--- src/rtl/ay8_fetch_sequencer_if.sv ---
// Request/ready memory read port between the AY8 fetch sequencer (master) and program memory (slave).
interface ay8_fetch_sequencer_if #(
  parameter int unsigned ADDR_W = 8,
  parameter int unsigned DATA_W = 8
);
  logic              mem_req;
  logic [ADDR_W-1:0] mem_addr;
  logic [DATA_W-1:0] mem_rdata;
  logic              mem_ready;

  modport master (output mem_req, mem_addr, input  mem_rdata, mem_ready);
  modport slave  (input  mem_req, mem_addr, output mem_rdata, mem_ready);
endinterface

--- src/rtl/ay8_fetch_sequencer.sv ---
// AY8 instruction-fetch sequencer: request/ready fetch loop decoding NOP, JMP imm and HLT.
// Define AY8_FETCH_TIMEOUT_EN to bound memory waits by TIMEOUT cycles and trap into a sticky ERR state.
//
// state     | meaning
// S_IDLE    | stopped at an instruction boundary, waiting for run
// S_FETCH   | requesting opcode at pc
// S_DECODE  | instr_valid strobe, opcode dispatch
// S_OPERAND | requesting JMP target at pc
// S_HALT    | HLT executed, sticky until reset
// S_ERR     | memory wait timed out, sticky until reset (timeout build only)
module ay8_fetch_sequencer #(
  parameter int unsigned       ADDR_W   = 8,
  parameter int unsigned       DATA_W   = 8,
  parameter logic [ADDR_W-1:0] RESET_PC = '0,
  parameter int unsigned       TIMEOUT  = 16
) (
  input  logic                  CLK,
  input  logic                  RST,
  input  logic                  run,
  ay8_fetch_sequencer_if.master mem,
  output logic [DATA_W-1:0]     instr,
  output logic                  instr_valid,
  output logic [ADDR_W-1:0]     pc,
  output logic                  halted,
  output logic                  err
);

  localparam logic [7:0] OP_JMP = 8'h01;
  localparam logic [7:0] OP_HLT = 8'hFF;

`ifdef AY8_FETCH_TIMEOUT_EN
  typedef enum logic [2:0] {
    S_IDLE, S_FETCH, S_DECODE, S_OPERAND, S_HALT, S_ERR
  } state_t;
`else
  typedef enum logic [2:0] {
    S_IDLE, S_FETCH, S_DECODE, S_OPERAND, S_HALT
  } state_t;
`endif

  state_t            state_q, state_nxt;
  logic [ADDR_W-1:0] pc_q, pc_nxt;
  logic [DATA_W-1:0] ir_q, ir_nxt;
  logic              req;
  logic [ADDR_W-1:0] jmp_target;

  // JMP operand is zero-extended when the address is wider than the data word
  if (ADDR_W > DATA_W) begin : g_zext
    assign jmp_target = {{(ADDR_W - DATA_W){1'b0}}, mem.mem_rdata};
  end else begin : g_trunc
    assign jmp_target = mem.mem_rdata[ADDR_W-1:0];
  end

`ifdef AY8_FETCH_TIMEOUT_EN
  localparam int unsigned CNT_W = $clog2(TIMEOUT + 1);
  logic [CNT_W-1:0] wait_cnt;
  logic             wait_expired;

  // Any cycle without an outstanding wait (idle, decode, or a completing access) restarts the count
  always_ff @(posedge CLK) begin
    if (RST) begin
      wait_cnt <= '0;
    end else if (req && !mem.mem_ready) begin
      wait_cnt <= wait_cnt + CNT_W'(1);
    end else begin
      wait_cnt <= '0;
    end
  end

  assign wait_expired = (wait_cnt == CNT_W'(TIMEOUT - 1));
`else
  logic unused_timeout;
  assign unused_timeout = (TIMEOUT != 0);
`endif

  always_ff @(posedge CLK) begin
    if (RST) begin
      state_q <= S_IDLE;
      pc_q    <= RESET_PC;
      ir_q    <= '0;
    end else begin
      state_q <= state_nxt;
      pc_q    <= pc_nxt;
      ir_q    <= ir_nxt;
    end
  end

  always_comb begin
    state_nxt   = state_q;
    pc_nxt      = pc_q;
    ir_nxt      = ir_q;
    req         = 1'b0;
    instr_valid = 1'b0;
    halted      = 1'b0;
    err         = 1'b0;
    case (state_q)
      S_IDLE: begin
        if (run) state_nxt = S_FETCH;
      end
      S_FETCH: begin
        req = 1'b1;
        if (mem.mem_ready) begin
          ir_nxt    = mem.mem_rdata;
          pc_nxt    = pc_q + ADDR_W'(1);
          state_nxt = S_DECODE;
        end
`ifdef AY8_FETCH_TIMEOUT_EN
        else if (wait_expired) begin
          state_nxt = S_ERR;
        end
`endif
      end
      S_DECODE: begin
        instr_valid = 1'b1;
        if (ir_q[7:0] == OP_HLT) begin
          state_nxt = S_HALT;
        end else if (ir_q[7:0] == OP_JMP) begin
          state_nxt = S_OPERAND;
        end else begin
          state_nxt = run ? S_FETCH : S_IDLE;
        end
      end
      S_OPERAND: begin
        req = 1'b1;
        if (mem.mem_ready) begin
          pc_nxt    = jmp_target;
          state_nxt = run ? S_FETCH : S_IDLE;
        end
`ifdef AY8_FETCH_TIMEOUT_EN
        else if (wait_expired) begin
          state_nxt = S_ERR;
        end
`endif
      end
      S_HALT: begin
        halted = 1'b1;
      end
`ifdef AY8_FETCH_TIMEOUT_EN
      S_ERR: begin
        err = 1'b1;
      end
`endif
      default: begin
        state_nxt = S_IDLE;
      end
    endcase
  end

  assign mem.mem_req  = req;
  assign mem.mem_addr = pc_q;
  assign instr        = ir_q;
  assign pc           = pc_q;

endmodule

--- src/flat_wrapper.sv ---
// flat-port wrapper written by rule: the top's interface ports become plain ports
module ay8_fetch_sequencer_flat 
#(
  parameter int unsigned       ADDR_W   = 8,
  parameter int unsigned       DATA_W   = 8,
  parameter logic [ADDR_W-1:0] RESET_PC = '0,
  parameter int unsigned       TIMEOUT  = 16
)
  (CLK, RST, run, instr, instr_valid, pc, halted, err, mem_mem_req, mem_mem_addr, mem_mem_rdata, mem_mem_ready);
  ay8_fetch_sequencer_if #(.ADDR_W(ADDR_W), .DATA_W(DATA_W)) mem_i ();
  input  logic CLK;
  input  logic RST;
  input  logic run;
  output logic [DATA_W-1:0] instr;
  output logic instr_valid;
  output logic [ADDR_W-1:0] pc;
  output logic halted;
  output logic err;
  output wire logic [$bits(mem_i.mem_req)-1:0] mem_mem_req;
  output wire logic [$bits(mem_i.mem_addr)-1:0] mem_mem_addr;
  input wire logic [$bits(mem_i.mem_rdata)-1:0] mem_mem_rdata;
  input wire logic [$bits(mem_i.mem_ready)-1:0] mem_mem_ready;
  assign mem_mem_req = mem_i.mem_req;
  assign mem_mem_addr = mem_i.mem_addr;
  assign mem_i.mem_rdata = mem_mem_rdata;
  assign mem_i.mem_ready = mem_mem_ready;
  ay8_fetch_sequencer #(.ADDR_W(ADDR_W), .DATA_W(DATA_W), .RESET_PC(RESET_PC), .TIMEOUT(TIMEOUT)) u_core (.CLK(CLK), .RST(RST), .run(run), .mem(mem_i), .instr(instr), .instr_valid(instr_valid), .pc(pc), .halted(halted), .err(err));
endmodule
--- config.mk ---
export PLATFORM = sky130hd
export DESIGN_NAME = ay8_fetch_sequencer_flat
export DESIGN_NICKNAME = d
export VERILOG_FILES = /design/src/rtl/ay8_fetch_sequencer_if.sv /design/src/rtl/ay8_fetch_sequencer.sv /design/src/flat_wrapper.sv
export SDC_FILE = /design/constraint.sdc
export NUM_CORES = 1
export LEC_CHECK = 0
export BUFFER_PORTS_ARGS = -buffer_cell sky130_fd_sc_hd__buf_2
export CORE_MARGIN = 8
export CORE_UTILIZATION = 51
export CTS_CLUSTER_SIZE = 20
export DETAILED_ROUTE_END_ITERATION = 12
export HOLD_SLACK_MARGIN = 0.12
export PLACE_DENSITY = 0.94
export SLEW_MARGIN = 20
export SYNTH_ARGS = -nofsm -noshare
export SYNTH_HDL_FRONTEND = slang
export SYNTH_SLANG_ARGS = --single-unit
export TNS_END_PERCENT = 1
--- constraint.sdc ---
create_clock -name CLK -period 3.9 [get_ports CLK]
set_clock_uncertainty 0.15 [all_clocks]
set_input_delay 0 -clock CLK [delete_from_list [all_inputs] [get_ports CLK]]
set_output_delay 0 -clock CLK [all_outputs]
set_load 0.01 [all_outputs]
==> out/summary.json <==
{
  "hold_viol": {"value": 0},
  "drtIter0Drc": {"value": 47},
  "use_met2": {"value": 28.66, "unit": "%"},
  "final.setup.worst_slack": {"value": 1.485, "unit": "ns"},
  "post_synth.cell_area_avg": {"value": 7.862, "unit": "um2"},
  "htree_levels": {"value": 1},
  "post_synth_instance_area": {"value": 1054, "unit": "um2"},
  "post_cts.resized_instances": {"value": 0},
  "timing.critical_path.required": {"value": 4.02, "unit": "ns"},
  "yosysMostFrequentCell": {"value": "sky130_fd_sc_hd__dfxtp_1"},
  "power_per_cell_area": {"value": 286.5, "unit": "nW/um2"},
  "die-width": {"value": 61.45, "unit": "um"},
  "grt_usage": {"value": 17.65, "unit": "%"},
  "hp-class": {"value": "in -> reg"},
  "insertion_delay_to_the_later_sink_of_the_worst_skew_pair": {"value": 0.31, "unit": "ns"},
  "clkSinkCount": {"value": 19},
  "synth-seq-area-share": {"value": 36.10, "unit": "%"},
  "synthesis.yosys.warnings": {"value": 0},
  "startpoint_type": {"value": "register"},
  "crit_chain": {"value": "nand3b_4 -> or4_1 -> a21o_1 -> a21oi_1 -> dlygate4sd3_1"},
  "grt_most_used_layer": {"value": "met2"},
  "area.growth.synth_to_final": {"value": 32.78, "unit": "%"},
  "ant_nets": {"value": 0},
  "ys_dominant_reg_cell": {"value": "sky130_fd_sc_hd__dfxtp_1"},
  "detail_route.drc_violations": {"value": 0},
  "critPathLaunch": {"value": "u_core.state_q[0]"},
  "async_reset_ff_share": {"value": 0, "unit": "%"},
  "critical_path.slowest_cell": {"value": "sky130_fd_sc_hd__dfxtp_1"},
  "synth.lib_cells_used.distinct": {"value": 34},
  "number_of_antenna_violations_at_the_first_check_in_global_routing": {"value": 0},
  "postSynthNetCount": {"value": 147},
  "post_route_minimum_period": {"value": 2.415, "unit": "ns"},
  "post_synth_edffs": {"value": 0},
  "crit_type": {"value": "reg -> reg"},
  "num-nets-final": {"value": 193},
  "max_slew_margin": {"value": 48.74, "unit": "%"},
  "grt_pass1_vias": {"value": 1076},
  "core_area": {"value": 1962, "unit": "um2"},
  "drive_above_1_share": {"value": 24.02, "unit": "%"},
  "final_cell_area": {"value": 1399, "unit": "um2"},
  "post-route-period-util": {"value": 61.91, "unit": "%"},
  "vdd.ir_drop.worst": {"value": 0.2630, "unit": "mV"},
  "hpwlAfterDp": {"value": 2190, "unit": "um"},
  "synth_common_cells": {"value": "19 x sky130_fd_sc_hd__dfxtp_1, 16 x sky130_fd_sc_hd__o21ai_0, 15 x sky130_fd_sc_hd__nand2_1"},
  "cts_buffer_depth": {"value": 2},
  "rsz_0062_raised_after_global_routing": {"value": "no"},
  "ys_top_cells_by_area": {"value": "sky130_fd_sc_hd__dfxtp_1 36%, sky130_fd_sc_hd__o21ai_0 7.6%, sky130_fd_sc_hd__buf_4 7.1%"},
  "synth_cells": {"value": 134},
  "clk_root_buffer_cell": {"value": "sky130_fd_sc_hd__clkbuf_4"},
  "finalWeightedCongestion": {"value": 0.8434},
  "setup_viol_count_final": {"value": 0},
  "arrival": {"value": 2.53, "unit": "ns"},
  "top_family_by_delay_on_critical_path": {"value": "simple AND/OR/NAND/NOR gates"},
  "hold_start": {"value": "mem_mem_rdata[0]"},
  "initial_cell_density_of_the_core": {"value": 53.70, "unit": "%"},
  "global_route_wire_length_before_repair": {"value": 5009, "unit": "um"},
  "drt-pass1-iter-count": {"value": 4},
  "globalRouteMet3Util": {"value": 5.010, "unit": "%"},
  "routed_via_density": {"value": 5.602},
  "insertedDiodeCount": {"value": 0},
  "grt_max_degree": {"value": 25},
  "design.die.area": {"value": 3776, "unit": "um2"},
  "critical_path.reg2reg.startpoint": {"value": "u_core.state_q[0]"},
  "io_buffers": {"value": 38},
  "drt_wl_total": {"value": 3199, "unit": "um"},
  "num_io_pins": {"value": 40},
  "status": {"value": "finished, final reports clean"},
  "timing.critical_path.slowest_cell_delay": {"value": 0.56, "unit": "ns"},
  "clk_pin_slew": {"value": 0.11, "unit": "ns"},
  "slew_viol_final": {"value": 0},
  "drv_cap": {"value": 0},
  "cts_tree": {"value": "built"},
  "rows": {"value": 16},
  "vias": {"value": 1154},
  "place_area": {"value": 1172, "unit": "um2"},
  "critical_path_peak_fanout": {"value": 16},
  "ys_seq_elements": {"value": 19},
  "synth_largest_area_cell": {"value": "sky130_fd_sc_hd__dfxtp_1"},
  "tightest_slew": {"value": 0.7678, "unit": "ns"},
  "numCtsBuffers": {"value": 3},
  "static-leakage-power": {"value": 0.0006260, "unit": "uW"},
  "dp_slack": {"value": 2.018, "unit": "ns"},
  "max_freq": {"value": 0.4142, "unit": "GHz"},
  "finalSetupTns": {"value": 0, "unit": "ns"},
  "average_detailed_routed_wire_length_per_instance": {"value": 15.53, "unit": "um"},
  "globalRouteMet1Util": {"value": 19.71, "unit": "%"},
  "end_kind": {"value": "register"},
  "grt.overflow.total": {"value": 0},
  "netlist.area_leader.share": {"value": 36.10, "unit": "%"},
  "die_height": {"value": 61.45, "unit": "um"},
  "critPathBufInv": {"value": 1}
}
-- power breakdown --
part	leakage (uW)	internal (uW)	switching, uW
clock	0.0000150	40.0	66.1
combinational	0.000457	37.9	38.8
sequential	0.000154	203	15.1
total	0.000626	281	120
-- through the flow --
| stage | util, % | total power [uW] | instances | hold WS [ns] |
|---|---|---|---|---|
| after floorplan | - | 262.2 | 134 | -0.01395 |
| after global placement | 59.76 | 279.6 | 182 | 0.1129 |
| after detailed placement | 59.76 | 283.0 | 182 | 0.1182 |
| after CTS | 71.30 | 398.4 | 206 | 0.3925 |
| after global routing | 71.30 | 419.0 | 206 | 0.4124 |
| final | 71.30 | 400.8 | 206 | 0.3900 |
-- kinds of logic after synthesis --
family	after synthesis	share of synthesized area, %
AOI/OAI and AO/OA	44	24.35
muxes	1	0.9502
xor gates and xnor gates	1	0.8315
and+or+nand+nor	50	26.25
DFF	19	36.10
buffers and inverters	17	9.975
adders and majority gates	1	1.187
other	1	0.3560
-- worst paths after layout --
check             slack [ns]  cells after the start                      to
setup / recovery        1.49                      5  u_core.mem.mem_addr[7]
hold / removal          0.39                      4  u_core.mem.mem_addr[0]
setup reg to reg        1.49                      5  u_core.mem.mem_addr[7]
hold reg to reg         0.42                      2  u_core.mem.mem_addr[2]
-- metal layers --
layer,up-vias,part of all wire [%]
li1,565,-
met1,531,40
met2,51,49
met3,7,8.0
met4,0,2.4
met5,-,0
-- sequential cells by signal, indices dropped and copies added, names as in the netlist --
signal and flops:
u_core.instr 8, u_core.mem.mem_addr 8, u_core.state_q 3
-- placed cells by master (no fill, tap or decap), drive strengths merged --
cell / n
o31ai: 2
nor4: 1
and3b: 2
nand4: 3
dlygate4sd3: 20
or4: 3
dfxtp: 19
mux2i: 1
a31oi: 2
nor4b: 1
nand2: 15
a21o: 3
nand2b: 2
nor2b: 2
conb: 1
and2: 2
a22oi: 5
nor2: 8
ha: 1
nor3: 2
a211oi: 2
nand3: 3
nand3b: 1
nor3b: 2
a21oi: 13
xor2: 1
buf: 38
and3: 2
a2111oi: 1
clkbuf: 4
o21ai: 16
or2: 1
-- cell type report --
type,instances,area [um2]
Tap cell,27,33.78
Timing Repair Buffer,58,390.4
Clock buffer,4,26.28
Sequential cell,19,380.4
Fill cell,168,563.0
Multi-Input combinational cell,98,568.0
-- worst min-delay path: cells and delay by family --
kind	cells	cell delay (ns)
buf+inv	2	0.64
simple gates	1	0.11
compound gates	1	0.06
-- timing repair --
action | in CTS | in global routing
hold endpoints to repair | 19 | 0
hold buffers | 20 | 0
setup buffers | 0 | 0
Power figures use the tool's default switching activity.
